### src/rtl/name_pkg.sv
// Shared types and constants for the name-line field delta packer.
package name_pkg;

  // Field index width; covers up to 32 fields per record.
  localparam int IDX_W = 5;

  // Beat kind encoding on out_kind.
  localparam logic HDR = 1'b0;
  localparam logic FLD = 1'b1;

  typedef enum logic [1:0] {
    ST_IDLE   = 2'd0,
    ST_HEADER = 2'd1,
    ST_FIELDS = 2'd2
  } state_t;

endpackage

### src/rtl/field_mask_scan.sv
// Combinational search for the lowest set mask bit at or above a start index.
// is_last reports that the bit found is also the highest set bit of the mask.
// start is one bit wider than an index so "one past the last field" is legal.
module field_mask_scan
  import name_pkg::*;
#(
  parameter int NUM_FIELDS = 10
) (
  input  logic [NUM_FIELDS-1:0] mask,
  input  logic [IDX_W:0]        start,
  output logic [IDX_W-1:0]      next_idx,
  output logic                  found,
  output logic                  is_last
);

  // Priority search from the top down so the lowest qualifying bit wins.
  always_comb begin
    next_idx = '0;
    found    = 1'b0;
    is_last  = 1'b0;
    for (int k = NUM_FIELDS - 1; k >= 0; k--) begin
      if (mask[k] && (k >= int'(start))) begin
        next_idx = IDX_W'(k);
        found    = 1'b1;
      end
    end
    is_last = found;
    for (int k = 0; k < NUM_FIELDS; k++) begin
      if (mask[k] && (k > int'(next_idx))) begin
        is_last = 1'b0;
      end
    end
  end

endmodule

### src/rtl/name_field_delta_packer.sv
// Packs a record of fixed-width ASCII fields as a header mask of changed
// fields followed by one beat per changed field.
//
//   state     | meaning
//   ----------+-----------------------------------------------------------
//   ST_IDLE   | waiting for a record; in_ready high, no output beat
//   ST_HEADER | presenting the change mask beat
//   ST_FIELDS | presenting changed field idx_q, lowest index first
module name_field_delta_packer
  import name_pkg::*;
#(
  parameter int NUM_FIELDS       = 10,
  parameter int FIELD_W          = 128,
  parameter int REFRESH_INTERVAL = 0
) (
  input  logic                          clk,
  input  logic                          rst_n,
  input  logic                          in_valid,
  output logic                          in_ready,
  input  logic [NUM_FIELDS*FIELD_W-1:0] in_fields,
  output logic                          out_valid,
  input  logic                          out_ready,
  output logic [FIELD_W-1:0]            out_data,
  output logic                          out_kind,
  output logic [IDX_W-1:0]              out_idx,
  output logic                          out_last
);

  localparam int CNT_W = (REFRESH_INTERVAL > 1) ? $clog2(REFRESH_INTERVAL) : 1;

  state_t                        state_q, state_d;
  // Holds the current record; it doubles as the reference for the next one.
  logic [NUM_FIELDS*FIELD_W-1:0] rec_q;
  logic                          prev_valid_q;
  logic [CNT_W-1:0]              rec_cnt_q;
  logic [NUM_FIELDS-1:0]         mask_q, mask_new;
  logic [IDX_W-1:0]              idx_q;
  logic                          last_q;
  logic                          accept, force_full;
  logic [IDX_W:0]                scan_start;
  logic [IDX_W-1:0]              scan_idx;
  logic                          scan_found, scan_last;

  assign in_ready = (state_q == ST_IDLE);
  assign accept   = in_valid && in_ready;

  // Change mask of the incoming record against the stored one.
  always_comb begin
    force_full = !prev_valid_q || ((REFRESH_INTERVAL != 0) && (rec_cnt_q == '0));
    mask_new   = '0;
    for (int k = 0; k < NUM_FIELDS; k++) begin
      mask_new[k] = force_full ||
                    (in_fields[k*FIELD_W +: FIELD_W] != rec_q[k*FIELD_W +: FIELD_W]);
    end
  end

  // From the header, search from bit 0; from a field beat, search above it.
  assign scan_start = (state_q == ST_FIELDS) ? ((IDX_W+1)'(idx_q) + (IDX_W+1)'(1)) : '0;

  field_mask_scan #(
    .NUM_FIELDS(NUM_FIELDS)
  ) u_scan (
    .mask    (mask_q),
    .start   (scan_start),
    .next_idx(scan_idx),
    .found   (scan_found),
    .is_last (scan_last)
  );

  // State register.
  always_ff @(posedge clk or negedge rst_n) begin
    if (!rst_n) state_q <= ST_IDLE;
    else        state_q <= state_d;
  end

  // Next-state logic; out_valid is high in both beat states.
  always_comb begin
    state_d = state_q;
    case (state_q)
      ST_IDLE:   if (accept) state_d = ST_HEADER;
      ST_HEADER: if (out_ready) state_d = scan_found ? ST_FIELDS : ST_IDLE;
      ST_FIELDS: if (out_ready && last_q) state_d = ST_IDLE;
      default:   state_d = ST_IDLE;
    endcase
  end

  // Per-record control: mask capture, refresh counter, beat index walk.
  always_ff @(posedge clk or negedge rst_n) begin
    if (!rst_n) begin
      prev_valid_q <= 1'b0;
      rec_cnt_q    <= '0;
      mask_q       <= '0;
      idx_q        <= '0;
      last_q       <= 1'b0;
    end else begin
      if (accept) begin
        mask_q       <= mask_new;
        prev_valid_q <= 1'b1;
        if (REFRESH_INTERVAL != 0) begin
          rec_cnt_q <= (rec_cnt_q == CNT_W'(REFRESH_INTERVAL - 1)) ? '0 : rec_cnt_q + 1'b1;
        end
      end
      if (out_ready && ((state_q == ST_HEADER) || ((state_q == ST_FIELDS) && !last_q))) begin
        idx_q  <= scan_idx;
        last_q <= scan_last;
      end
    end
  end

  // Record storage needs no reset: prev_valid_q forces a full first record.
  always_ff @(posedge clk) begin
    if (accept) rec_q <= in_fields;
  end

  // Output beat decode; everything is zero outside the beat states.
  always_comb begin
    out_valid = 1'b0;
    out_data  = '0;
    out_kind  = HDR;
    out_idx   = '0;
    out_last  = 1'b0;
    case (state_q)
      ST_HEADER: begin
        out_valid = 1'b1;
        out_data  = FIELD_W'(mask_q);
        out_last  = (mask_q == '0);
      end
      ST_FIELDS: begin
        out_valid = 1'b1;
        out_kind  = FLD;
        out_idx   = idx_q;
        out_data  = rec_q[idx_q*FIELD_W +: FIELD_W];
        out_last  = last_q;
      end
      default: ;
    endcase
  end

endmodule

### config.mk
export PLATFORM = sky130hd
export DESIGN_NAME = name_field_delta_packer
export DESIGN_NICKNAME = d
export VERILOG_FILES = /design/src/rtl/name_pkg.sv /design/src/rtl/field_mask_scan.sv /design/src/rtl/name_field_delta_packer.sv
export SDC_FILE = /design/constraint.sdc
export NUM_CORES = 2
export LEC_CHECK = 0
export BUFFER_PORTS_ARGS = -buffer_cell sky130_fd_sc_hd__buf_2
export CAP_MARGIN = 20
export CORE_AREA = 2 2 547 549
export CTS_CLUSTER_DIAMETER = 60
export DETAILED_ROUTE_END_ITERATION = 12
export DIE_AREA = 0 0 549 551
export SYNTH_ARGS = -nofsm -noshare
export SYNTH_HDL_FRONTEND = slang
export SYNTH_SLANG_ARGS = --single-unit
### constraint.sdc
create_clock -name clk -period 37.7 [get_ports clk]
set_clock_uncertainty 0.2 [all_clocks]
set_input_delay 1.885 -clock clk [delete_from_list [all_inputs] [get_ports clk]]
set_output_delay 1.885 -clock clk [all_outputs]
set_load 0.005 [all_outputs]
==> results by group <==
Floorplan
  • Die width: 549 um
  • Die area: 302000 sq um
  • Core Rows: 200
  • IO Pins: 1421
  • Die Y-Extent: 551 um
  • Starting Density: 0.220
  • Core area: 296000 sq um

Global routing
  • Total grt overflow: 0
  • Met2 GRT Util: 0.483
  • First-pass GRT wire length: 635000 um
  • Vias in the first global route: 52110
  • Global Route met3 Usage: 0.177
  • Pin count of the biggest net entering global routing: 161
  • Total track usage: 0.337
  • Initial antenna violation count: 564
  • GR peak layer: met2
  • Met1 Track Usage GR: 0.400

Clock network
  • # H-tree levels: 4
  • Post-cts sizing count: 0
  • CTS tree: done
  • Hold_buf cts: 0
  • Post-CTS Setup Repair Bufs: 0
  • CTS root buf: clkbuf_16
  • Clk_lat worst skew: 910 ps
  • Clock-pin slew on the worst setup and hold paths: 50 ps
  • Clk buf depth: 4
  • Num CTS Buffers: 186
  • Clock Sink Count: 1298

Finish
  • Post-route cell area: 84100 sq um
  • Finished Layout Cells: 10368
  • Final Core Density: 0.284
  • Filler cells: 30625
  • Nets@finish: 7341
  • Share of cells above drive strength 1: 0.333
  • Synth-to-Final Area Change: 28.7%

Worst setup path
  • R2R Path End: rec_q[272]
  • WS Path Type: reg -> out
  • R2R cell count: 7
  • Crit. Startpoint: idx_q[0]
  • R2r startpoint: state_q[0]
  • Crit-path max FO: 37
  • Critical Path RT: 35620 ps
  • Critical Path AT: 7170 ps
  • Critical path destination: out_data[10]
  • CP Launch Type: flop
  • R2R Setup Slk: 32360 ps
  • Setup crit end kind: output port

Synthesis
  • Flops & latches, synth: 1298
  • Number of enable flip-flop cells after synthesis: 1280
  • Cell count after synthesis: 4507
  • Synth Warn #: 0
  • Register area share after synthesis: 0.595
  • Main synth FF type: edfxtp_1
  • Post-Syn Area per Cell: 14.5 sq um
  • Async set-reset flop share out of synthesis: 0.0139
  • Yosys cell types: 61
  • Syn Std Cell Area: 65300 sq um
  • Syn_nets: 5795

Power and ir drop
  • Switch share: 0.408
  • Psw: 0.00243 W
  • Leakage: 30.3 nW
  • Sequential power share: 0.405
  • Peak VDD IR: 0.0429 mV
  • Final Power: 0.00595 W
  • Internal: 0.00353 W
  • Clock network power share: 0.298
  • Power share of the combinational group: 0.298
  • Power Density: 70.8 nW/um^2

Timing
  • Finish-stage setup viols: 0
  • Rel. slew slack: 0.0797
  • Hold Vio Cnt, Final: 0
  • TNS Setup: 0 ps
  • RSZ-0062 raised after global routing: no
  • Worst-Margin Slew: 1370 ps
  • Fmax: 0.108 GHz
  • Final Critical Period: 9250 ps
  • Final critical-path share of the clock period: 0.245
  • Fin. max-slew vios: 0

Job
  • Max cap viols: 0

Detailed routing
  • Routed Antenna Nets: 0
  • WL final: 529000 um
  • Initial DRC count: 9907
  • Router iterations before antenna repair: 5
  • Vias per cell: 5.46
  • DR DRC count: 0
  • DR WL/cell: 51.0 um
  • DR vias: 56644

Status
  • Outcome: finished clean

Place
  • DP Wirelength: 460000 um
  • Dpl cells: 9797
  • Global placer's final weighted congestion: 1.07
  • Placed inst area: 77400 sq um
  • Port-buffer cells: 1419

Min path
  • Worst Hold Class: reg -> reg
## flip-flops by register name (all words and copies together), names as in the netlist
signal,flops
prev_valid_q,1
idx_q,4
last_q,1
state_q,2
mask_q,10
rec_q,1280
## how the worst min path moves through the flow
stage                             from  depth (start not counted)           end  slack (ps)
final                     prev_valid_q                          1  prev_valid_q         260
after global routing      prev_valid_q                          1  prev_valid_q         270
after CTS                 prev_valid_q                          1  prev_valid_q         260
after detailed placement  prev_valid_q                          1  prev_valid_q         250
after global placement    prev_valid_q                          1  prev_valid_q         250
after floorplan           prev_valid_q                          1  prev_valid_q         230
## layout by cell type, fill, tap and decap left out, types with 24 or more instances in the layout
master	n
buf_2	1422
edfxtp_1	1280
inv_1	476
xor2_1	465
xnor2_1	357
o22ai_1	277
mux4_2	256
mux2i_1	250
diode_2	230
clkbuf_16	188
nor4_1	170
nand4_1	147
and2_1	122
a221oi_1	115
o2bb2ai_1	92
buf_4	66
a22o_1	51
nor2_1	36
nand2_1	32
clkbuf_1	30
clkinv_2	28
nand3_1	24
## critical path, cell delays in order, from the launching register on
cell and delay, ps:
dfrtp_4 760, buf_4 660, buf_4 770, buf_4 720, buf_4 670, buf_4 640, mux4_2 580, mux2i_1 750
o22ai_1 240, and2_1 240, buf_2 130
## final cells by class
type,count,area [sq um],area share
timing repair buffer,1496,7760,0.0923
multi-input combinational,2595,24200,0.287
clock inverter,112,1080,0.0129
sequential,1298,38900,0.463
inverter,476,1790,0.0213
clock buffer,222,4870,0.0579
tap,3939,4930,0.0586
antenna,230,576,0.00685
## per-stage QoR
step	hold WS [ps]	setup WS, ps
6_report	257	28450
5_1_grt	274	28140
4_1_cts	261	28400
3_5_place_dp	251	29300
3_3_place_gp	246	29340
2_1_floorplan	231	18340
## cells by family (layout without fill, tap and decap cells)
family          after synthesis  in the layout  synth area share
compound gates              656            656            0.0753
xor+xnor                    822            822             0.110
fa+ha+maj                     4              4          0.000766
buf+inv                     614           2306            0.0361
flops                      1298           1298             0.595
mux                         513            513             0.128
other cells                   1            231         0.0000574
simple gates                599            599            0.0545
## power groups by stage
stage | registers, W | logic (W) | clock network, W
6_report | 0.00241 | 0.00177 | 0.00177
5_1_grt | 0.00239 | 0.00179 | 0.00184
4_1_cts | 0.00237 | 0.00176 | 0.00179
3_5_place_dp | 0.00240 | 0.00175 | 0
3_3_place_gp | 0.00240 | 0.00175 | 0
2_1_floorplan | 0.00245 | 0.000782 | 0
## cell usage after synthesis, drive strengths merged (20+ instances only)
cell | number | area share
edfxtp | 1280 | 0.59
inv | 476 | 0.027
xor2 | 465 | 0.062
xnor2 | 357 | 0.048
o22ai | 277 | 0.027
mux2i | 256 | 0.039
mux4 | 256 | 0.088
nor4 | 179 | 0.017
nand4 | 147 | 0.014
and2 | 126 | 0.012
a221oi | 115 | 0.015
o2bb2ai | 92 | 0.012
clkbuf | 78 | 0.0045
buf | 60 | 0.0043
a22o | 51 | 0.0068
nor2 | 36 | 0.0021
nand2 | 32 | 0.0018
nand3 | 24 | 0.0018
nor3 | 21 | 0.0016
o221ai | 20 | 0.0027
## routing by layer
metal,vias up,part of all wire
li1,21081,-
met1,28954,0.36
met2,4980,0.41
met3,1235,0.15
met4,394,0.070
met5,-,0.0048
(Power assumes the default switching activity.)
